File: src/rtl/rgb_breath_pwm.sv
// rtl/rgb_breath_pwm.sv - switch-selected RGB presets scaled by a triangle breathing envelope, driving glitch-free PWM
module rgb_breath_pwm #(
    parameter int                 CH       = 3,
    parameter int                 DW       = 8,
    parameter int                 STEP_DIV = 50000,
    parameter logic [CH*DW-1:0]   PRESET0  = 24'hFF1F7F,
    parameter logic [CH*DW-1:0]   PRESET1  = 24'hFFFF00,
    parameter logic [CH*DW-1:0]   PRESET2  = 24'h00FFFF,
    parameter logic [CH*DW-1:0]   PRESET3  = 24'hFF00FF
) (
    input  logic                clk,
    input  logic                rst_n,
    input  logic                en,
    input  logic                breathe,
    input  logic [1:0]          sw,
    output logic [CH*DW-1:0]    duty_out,
    output logic [DW-1:0]       env_out,
    output logic [CH-1:0]       pwm_out,
    output logic                period_done
);

    localparam int             PW      = (STEP_DIV > 1) ? $clog2(STEP_DIV) : 1;
    localparam logic [PW-1:0]  P_LAST  = PW'(STEP_DIV - 1);
    localparam logic [DW-1:0]  ENV_TOP = {DW{1'b1}};
    localparam logic [DW-1:0]  ENV_PRE = {{(DW-1){1'b1}}, 1'b0};
    localparam logic [DW-1:0]  ENV_ONE = DW'(1);

    typedef enum logic [1:0] {
        IDLE,
        RISE,
        FALL,
        HOLD
    } state_t;

    state_t             state;
    state_t             state_nxt;
    logic [DW-1:0]      env_nxt;
    logic               presc_clr;
    logic               done_nxt;

    logic [1:0]         sw_m;
    logic [1:0]         sw_s;
    logic [1:0]         sw_q;
    logic               sw_chg;

    logic [PW-1:0]      presc;
    logic               tick;

    logic [CH*DW-1:0]   target;
    logic [CH*DW-1:0]   scaled_nxt;
    logic [CH*DW-1:0]   scaled;
    logic [DW-1:0]      pwm_cnt;

    // Switches are asynchronous board inputs; sw_q lags sw_s by one cycle to flag a preset change.
    always_ff @(posedge clk or negedge rst_n) begin
        if (!rst_n) begin
            sw_m <= '0;
            sw_s <= '0;
            sw_q <= '0;
        end else begin
            sw_m <= sw;
            sw_s <= sw_m;
            sw_q <= sw_s;
        end
    end

    assign sw_chg = (sw_s != sw_q);
    assign tick   = en && (presc == P_LAST);

    always_ff @(posedge clk or negedge rst_n) begin
        if (!rst_n) begin
            presc <= '0;
        end else if (!en || presc_clr || tick) begin
            presc <= '0;
        end else begin
            presc <= presc + PW'(1);
        end
    end

    always_ff @(posedge clk or negedge rst_n) begin
        if (!rst_n) begin
            state       <= IDLE;
            env_out     <= '0;
            period_done <= 1'b0;
        end else begin
            state       <= state_nxt;
            env_out     <= env_nxt;
            period_done <= done_nxt;
        end
    end

    // Priority: en=0, then breathe=0, then preset change, then tick.
    always_comb begin
        state_nxt = state;
        env_nxt   = env_out;
        presc_clr = 1'b0;
        done_nxt  = 1'b0;
        if (!en) begin
            state_nxt = IDLE;
            env_nxt   = '0;
            presc_clr = 1'b1;
        end else begin
            case (state)
                IDLE: begin
                    if (breathe) begin
                        state_nxt = RISE;
                        env_nxt   = '0;
                    end else begin
                        state_nxt = HOLD;
                        env_nxt   = ENV_TOP;
                    end
                end
                RISE: begin
                    if (!breathe) begin
                        state_nxt = HOLD;
                        env_nxt   = ENV_TOP;
                    end else if (sw_chg) begin
                        env_nxt   = '0;
                        presc_clr = 1'b1;
                    end else if (tick) begin
                        if (env_out == ENV_PRE) begin
                            state_nxt = FALL;
                            env_nxt   = ENV_TOP;
                        end else begin
                            env_nxt   = env_out + ENV_ONE;
                        end
                    end
                end
                FALL: begin
                    if (!breathe) begin
                        state_nxt = HOLD;
                        env_nxt   = ENV_TOP;
                    end else if (sw_chg) begin
                        state_nxt = RISE;
                        env_nxt   = '0;
                        presc_clr = 1'b1;
                    end else if (tick) begin
                        if (env_out == ENV_ONE) begin
                            state_nxt = RISE;
                            env_nxt   = '0;
                            done_nxt  = 1'b1;
                        end else begin
                            env_nxt   = env_out - ENV_ONE;
                        end
                    end
                end
                HOLD: begin
                    env_nxt = ENV_TOP;
                    if (breathe) begin
                        state_nxt = RISE;
                        env_nxt   = '0;
                        presc_clr = 1'b1;
                    end
                end
                default: begin
                    state_nxt = IDLE;
                    env_nxt   = '0;
                end
            endcase
        end
    end

    always_comb begin
        target = PRESET0;
        case (sw_s)
            2'b00:   target = PRESET0;
            2'b01:   target = PRESET1;
            2'b10:   target = PRESET2;
            default: target = PRESET3;
        endcase
    end

    // (env+1) scaling makes the full envelope reproduce the target exactly and env=0 give zero.
    for (genvar g = 0; g < CH; g++) begin : g_scale
        logic [2*DW:0]  prod;
        logic           unused_prod;

        always_comb begin
            prod = {{(DW+1){1'b0}}, target[g*DW +: DW]}
                 * {{DW{1'b0}}, ({1'b0, env_out} + (DW+1)'(1))};
        end

        assign scaled_nxt[g*DW +: DW] = prod[2*DW-1:DW];
        assign unused_prod            = ^{prod[2*DW], prod[DW-1:0]};
    end

    always_ff @(posedge clk or negedge rst_n) begin
        if (!rst_n) begin
            scaled <= '0;
        end else begin
            scaled <= scaled_nxt;
        end
    end

    // Duty is only reloaded at the counter wrap so each PWM period sees one value.
    always_ff @(posedge clk or negedge rst_n) begin
        if (!rst_n) begin
            pwm_cnt  <= '0;
            duty_out <= '0;
            pwm_out  <= '0;
        end else if (!en) begin
            pwm_cnt  <= '0;
            duty_out <= '0;
            pwm_out  <= '0;
        end else begin
            pwm_cnt <= pwm_cnt + ENV_ONE;
            if (pwm_cnt == ENV_TOP) begin
                duty_out <= scaled;
            end
            for (int i = 0; i < CH; i++) begin
                pwm_out[i] <= (pwm_cnt < duty_out[i*DW +: DW]);
            end
        end
    end

endmodule

File: config.mk
export PLATFORM = sky130hd
export DESIGN_NAME = rgb_breath_pwm
export DESIGN_NICKNAME = d
export VERILOG_FILES = /design/src/rtl/rgb_breath_pwm.sv
export SDC_FILE = /design/constraint.sdc
export NUM_CORES = 1
export LEC_CHECK = 0
export BUFFER_PORTS_ARGS = -buffer_cell sky130_fd_sc_hd__buf_2
export CORE_ASPECT_RATIO = 1.75
export CORE_MARGIN = 8
export CORE_UTILIZATION = 45
export CTS_BUF_LIST = sky130_fd_sc_hd__clkbuf_8 sky130_fd_sc_hd__clkbuf_16
export DETAILED_ROUTE_END_ITERATION = 10
export REMOVE_ABC_BUFFERS = 1
export SLEW_MARGIN = 5
export SYNTH_ARGS = -nofsm -noshare
export SYNTH_HDL_FRONTEND = slang
export SYNTH_SLANG_ARGS = --single-unit
File: constraint.sdc
create_clock -name clk -period 11.4 [get_ports clk]
set_input_delay 0.57 -clock clk [delete_from_list [all_inputs] [get_ports clk]]
set_output_delay 0.57 -clock clk [all_outputs]
set_load 0.005 [all_outputs]
---- Yosys cells after proc, flatten, opt, wreduce, memory -nomap -nowiden ----
Index checks and enable logic that the tools add are counted.
word-level totals
  logic and storage cells ................. 90
  bits of input ports ..................... 6
  output and inout bits ................... 36
  flip-flop bits (word level) ............. 92
cells by class
  reduce and logical (&&, ||, !) cells .... 10
  multiplexer cells ....................... 40
  multipliers ............................. 3
  add/sub/neg operators ................... 5
  eq/ne operators ......................... 18
  magnitude comparators ................... 3
operator list
  cell                                              count
  2-to-1 mux 8 bit                                  11
  case mux 24 bit (3 select lines)                  1
  multiplier 8 x 9 -> 16 bit                        3
  2-to-1 mux 24 bit                                 2
  < comparator 8 bit                                3
  case mux 8 bit (3 select lines)                   1
  2-to-1 mux 2 bit                                  11
  adder 16 x 1 -> 16 bit, second input constant     1
  adder 8 x 1 -> 8 bit, second input constant       2
  == test 16 bit, second input constant             1
  == test 8 bit, second input constant              2
  2-to-1 mux 16 bit                                 1
  inequality test 5 bit, second input constant      3
  inequality test 4 bit, second input constant      3
  2-to-1 mux 1 bit                                  10
  adder 8 x 1 -> 9 bit, second input constant       1
  == test 8 x 1 -> 1 bit, second input constant     1
  case mux 2 bit (4 select lines)                   1
  subtractor 8 x 1 -> 8 bit, second input constant  1
  == test 2 bit, second input constant              3
  AND reduction 6 bit                               1
  == test 2 x 1 -> 1 bit, second input constant     2
  logical NOT 2 bit                                 2
  OR reduction 2 bit                                2
  other kinds (9)                                   10

---- Logic depth before layout (Yosys ltp) ----
  word-level depth ........................ 8
  depth in mapped cells ................... 22
  mapped depth without buffers ............ 20

---- Worst setup path after synthesis ----
No wires, ideal clock.
  path kind ............................... register to register
  start point ............................. register env_out[4]
  end point ............................... register scaled[15]
  library setup time ...................... 124 ps
  data required time ...................... 11276 ps
  data arrival time ....................... 5173 ps
  stages on the path, launching flop included .. 20
  path slack .............................. 6103 ps
  clock period less this slack ............ 5297 ps
  buffers on the path ..................... 1
  cells stage by stage .................... dfrtp_1 > clkbuf_1 > and4_1 > nand4_1 > xor2_1 > or2_2 > fa_1 > inv_1 > fa_1 > fa_1 > inv_1 > fa_1 > inv_1 > ha_1 > a21o_1 > a2111oi_0 > o21ai_0 > a31oi_1 > a21oi_1 > xnor2_1
on the way
  longest elaborated chain between the ends .. 2
ends and longest elaborated chain
  what                           line  source
  start, declared                17    output logic [DW-1:0] env_out,
  start signal, assigned         87    env_out <= env_nxt;
  adder 8 x 1 -> 9 bit           180   * {{DW{1'b0}}, ({1'b0, env_out} + (DW+1)'(1))};
  multiplier 8 x 9 -> 16 bit     180
  named net g_scale[1].prod[15]  175   logic [2*DW:0] prod;
  end signal, assigned           191   scaled <= scaled_nxt;
  end, declared                  51    logic [CH*DW-1:0] scaled;
The timed path passes the listed nets, and every way through them passes these cells.
A chain may end at the register's enable or synchronous reset.

---- Worst setup path in the final report ----
  start point ............................. register env_out[0]
  end point ............................... register scaled[14]
Same word-level chain as after synthesis.

==> impl_metrics.csv <==
group,metric,value,unit
timing,setup-violations-final,0,
setup_path,slowest_delay,0.90,ns
timing,period_needed,6.10,ns
global_routing,grt_overflow,0,
global_routing,grt_max_degree,67,
setup_path,cp_common_cell,"fa_1",
logic_synthesis,synthFlopType,"dfrtp_1",
floorplanning,start_util,45.6,%
setup_path,r2r_cells,18,
logic_synthesis,yosysWarnings,0,
drt,met1_length,8.52,mm
drt,drt_wl_total,22.0,mm
setup_path,critPathSlowestCell,"xor2_1",
logic_synthesis,async_reset_ff_share,100,%
floorplanning,die_area,27600,um^2
cts,cts_tree,"built",
placement,gp_congestion,0.880,
timing,finClkSkew,0.0127,ns
final_layout,multiInputGateArea,6830,um^2
final_layout,diodes,0,
setup_path,critPathArrivalTime,6.33,ns
cts,cts_resized,0,
cts,post_cts_buffers,0,
setup_path,end_kind,"flip-flop",
final_layout,nFillCells,2132,
power,p_leak,5.73,nW
timing,hold_slack,0.121,ns
setup_path,cp_num_cells,18,
power,ir_worst_vdd,0.184,mV
drt,post-route-drc-count,0,
floorplanning,rows,72,
final_layout,layout-drive-gt1-share,8.01,%
setup_path,critical_path_buf_inv_count,2,
placement,place_ws,5.30,ns
logic_synthesis,synth.avg_cell_area,9.11,um^2
drt,drt-initial-drc-count,308,
setup_path,worstSetupStartpointType,"flip-flop",
global_routing,grt_pass1_vias,7642,
floorplanning,ioPinCount,42,
timing,period_share,53.5,%
logic_synthesis,synth-edff-count,0,
setup_path,cp_max_fo,19,
setup_path,cp_cell_sequence,"nand3_1 > xor2_1 > xnor2_1 > nor2_1 > ha_1 > a21o_1 > fa_1 > fa_1 > inv_1 > fa_1 > inv_1 > ha_1 > a21o_1 > a2111oi_0 > o21ai_0 > a31oi_1 > o21bai_1 > xor2_1",
status,status,"finished, final reports clean",
power,finalPower,3.11,mW
final_layout,post-route-util,49.2,%
final_layout,seq_area,2300,um^2
timing,slew_viol_final,0,
drt,met3_length,385,um
setup_path,crit_required,11.64,ns
floorplanning,die_h,214,um
floorplanning,fp.dieW,129,um
timing,tightest_slew,1.09,ns
cts,clock-sinks,92,
drt,routedWlPerCell,15.4,um
global_routing,antenna_found_initial,0,
final_layout,nNetsFinal,1366,
timing,tns,0,ns
logic_synthesis,yosys.cell_types.count,60,
drt,via_per_inst,5.08,
run,drv_cap,0,
timing,grt_setup_unrepaired,"false",
cts,clk_pin_slew,0.07,ns
drt,first_pass_iters,4,
power,powerDensity,287,nW/um^2
logic_synthesis,yosysTopAreaCell,"dfrtp_1",
setup_path,critPathKind,"reg -> reg",
timing,timing.slew.headroom,27.1,%
cts,hold_buffers,0,
timing,final_critical_path_setup_slack,5.30,ns
cts,cts_made_buffers,9,
logic_synthesis,synth-seq-cells,92,
logic_synthesis,postSynthCellCount,1104,
cts,clockRootBuffer,"clkbuf_16",
timing,max_freq,0.164,GHz
global_routing,track_usage,17.2,%
cts,h-tree-depth,3,
hold_path,worstHoldPathType,"in -> async",
timing,hold_viol,0,
drt,met2_length,12.5,mm
logic_synthesis,synth_area,10100,um^2
placement,port_buffers,41,
logic_synthesis,yosysSeqAreaShare,22.9,%
cts,clockBufferDepth,2,
cts,insertion_delay,0.35,ns
drt,ant_nets,0,
floorplanning,core_area,22100,um^2
drt,vias,7268,
global_routing,grt_pass1_wl,37.4,mm
drt,routed.top_layer,"met4",
placement,post-dp-hpwl,18.5,mm
setup_path,cp_top_family,"adder cells",
logic_synthesis,synth_area_leaders,"dfrtp_1 23%, ha_1 18%, fa_1 17%",
logic_synthesis,synth_top_area_share,22.9,%
final_layout,synthToLayoutAreaGrowth,8.01,%
[cells in the mapped netlist, drive strengths merged, types with 6 or more instances]
cell type and number:
a21boi 26, a21o 22, a21oi 28, a31oi 6
and2 9, buf 7, clkbuf 24, dfrtp 92
fa 85, ha 144, inv 210, maj3 7
nand2 91, nand2b 13, nand3 15, nand4 7
nor2 93, nor2b 6, nor3 8, o211ai 7
o21ai 32, o31ai 6, or2 18, xnor2 59
xor2 33
[path summary, 6_finish.rpt]
path / start / endpoint / slack (ns)
min reg2reg: sw_m[1] / sw_s[1] / 0.36
max in group asynchronous: rst_n / presc[10] / 10.11
max: env_out[0] / scaled[14] / 5.30
max reg2reg: env_out[0] / scaled[14] / 5.30
min in group clk: sw[0] / sw_m[0] / 0.32
min: rst_n / pwm_out[2] / 0.12
[stage by stage]
step / cells / cell area (um^2)
2_1_floorplan: 1073 / 9920
3_3_place_gp: 1416 / 10500
3_5_place_dp: 1416 / 10500
4_1_cts: 1432 / 10900
5_1_grt: 1432 / 10900
6_report: 1432 / 10900
[cell families (layout without fill, tap and decap cells)]
group,after synthesis,count (layout),share of synthesized area (%)
compound gates,157,157,10.8
xor+xnor,92,92,8.09
fa+ha+maj,236,236,35.5
buf+inv,241,273,9.20
flops,92,92,22.9
mux,2,2,0.199
simple gates,284,284,13.3
[worst register-to-register path: cells and delay by family (launching register included)]
family                     cells  cell delay, ns
adders and majority gates      5            2.11
AOI/OAI and AO/OA              6            1.34
xor gates and xnor gates       3            1.33
DFF                            1            0.77
and+or+nand+nor                2            0.33
buffers and inverters          2            0.10
[flip-flops by register name, indices dropped and copies added, names as in the netlist]
register and count:
presc 16, sw_q 2, env_out 8, period_done 1, sw_s 2, duty_out 24
scaled 24, pwm_out 3, pwm_cnt 8, sw_m 2, state 2
[layout make-up]
cell class	instances	share of cell area [%]
multi-input combinational	771	62.9
sequential	92	21.2
inverter	210	7.26
tap	296	3.41
timing repair buffer	47	2.33
clock buffer	9	2.07
clock inverter	7	0.864
[cell usage in the layout, fill, tap and decap left out, types with 3 or more instances in the layout]
cell type / netlist / layout
a211oi_1: 4 / 4
a21boi_0: 26 / 26
a21o_1: 22 / 22
a21oi_1: 28 / 28
a31oi_1: 6 / 6
and2_1: 9 / 9
and3_1: 4 / 4
buf_2: 4 / 40
buf_4: 2 / 7
clkbuf_16: 0 / 9
dfrtp_1: 92 / 92
fa_1: 85 / 85
ha_1: 144 / 144
inv_1: 210 / 210
maj3_1: 7 / 7
nand2_1: 90 / 90
nand2b_1: 13 / 13
nand3_1: 15 / 15
nand4_1: 7 / 7
nor2_1: 93 / 93
nor2b_1: 6 / 6
nor3_1: 8 / 8
nor4_1: 4 / 4
o211ai_1: 7 / 7
o21a_1: 5 / 5
o21ai_0: 32 / 32
o21bai_1: 5 / 5
o31ai_1: 3 / 3
or2_2: 18 / 18
or3_1: 3 / 3
xnor2_1: 58 / 58
xor2_1: 33 / 33
[routing by layer]
layer  up-vias  track usage (%)
met5         -                0
met1      3586             18.2
met3        31             1.25
li1       3581                -
met4         0             7.25
met2        70             33.6
[report_power, final]
part	internal (mW)	total, mW	switching (mW)
Sequential	0.403	0.441	0.0370
Clock	0.176	0.316	0.140
Combinational	0.997	2.36	1.36
No activity file was read; power rests on OpenSTA's default activity.
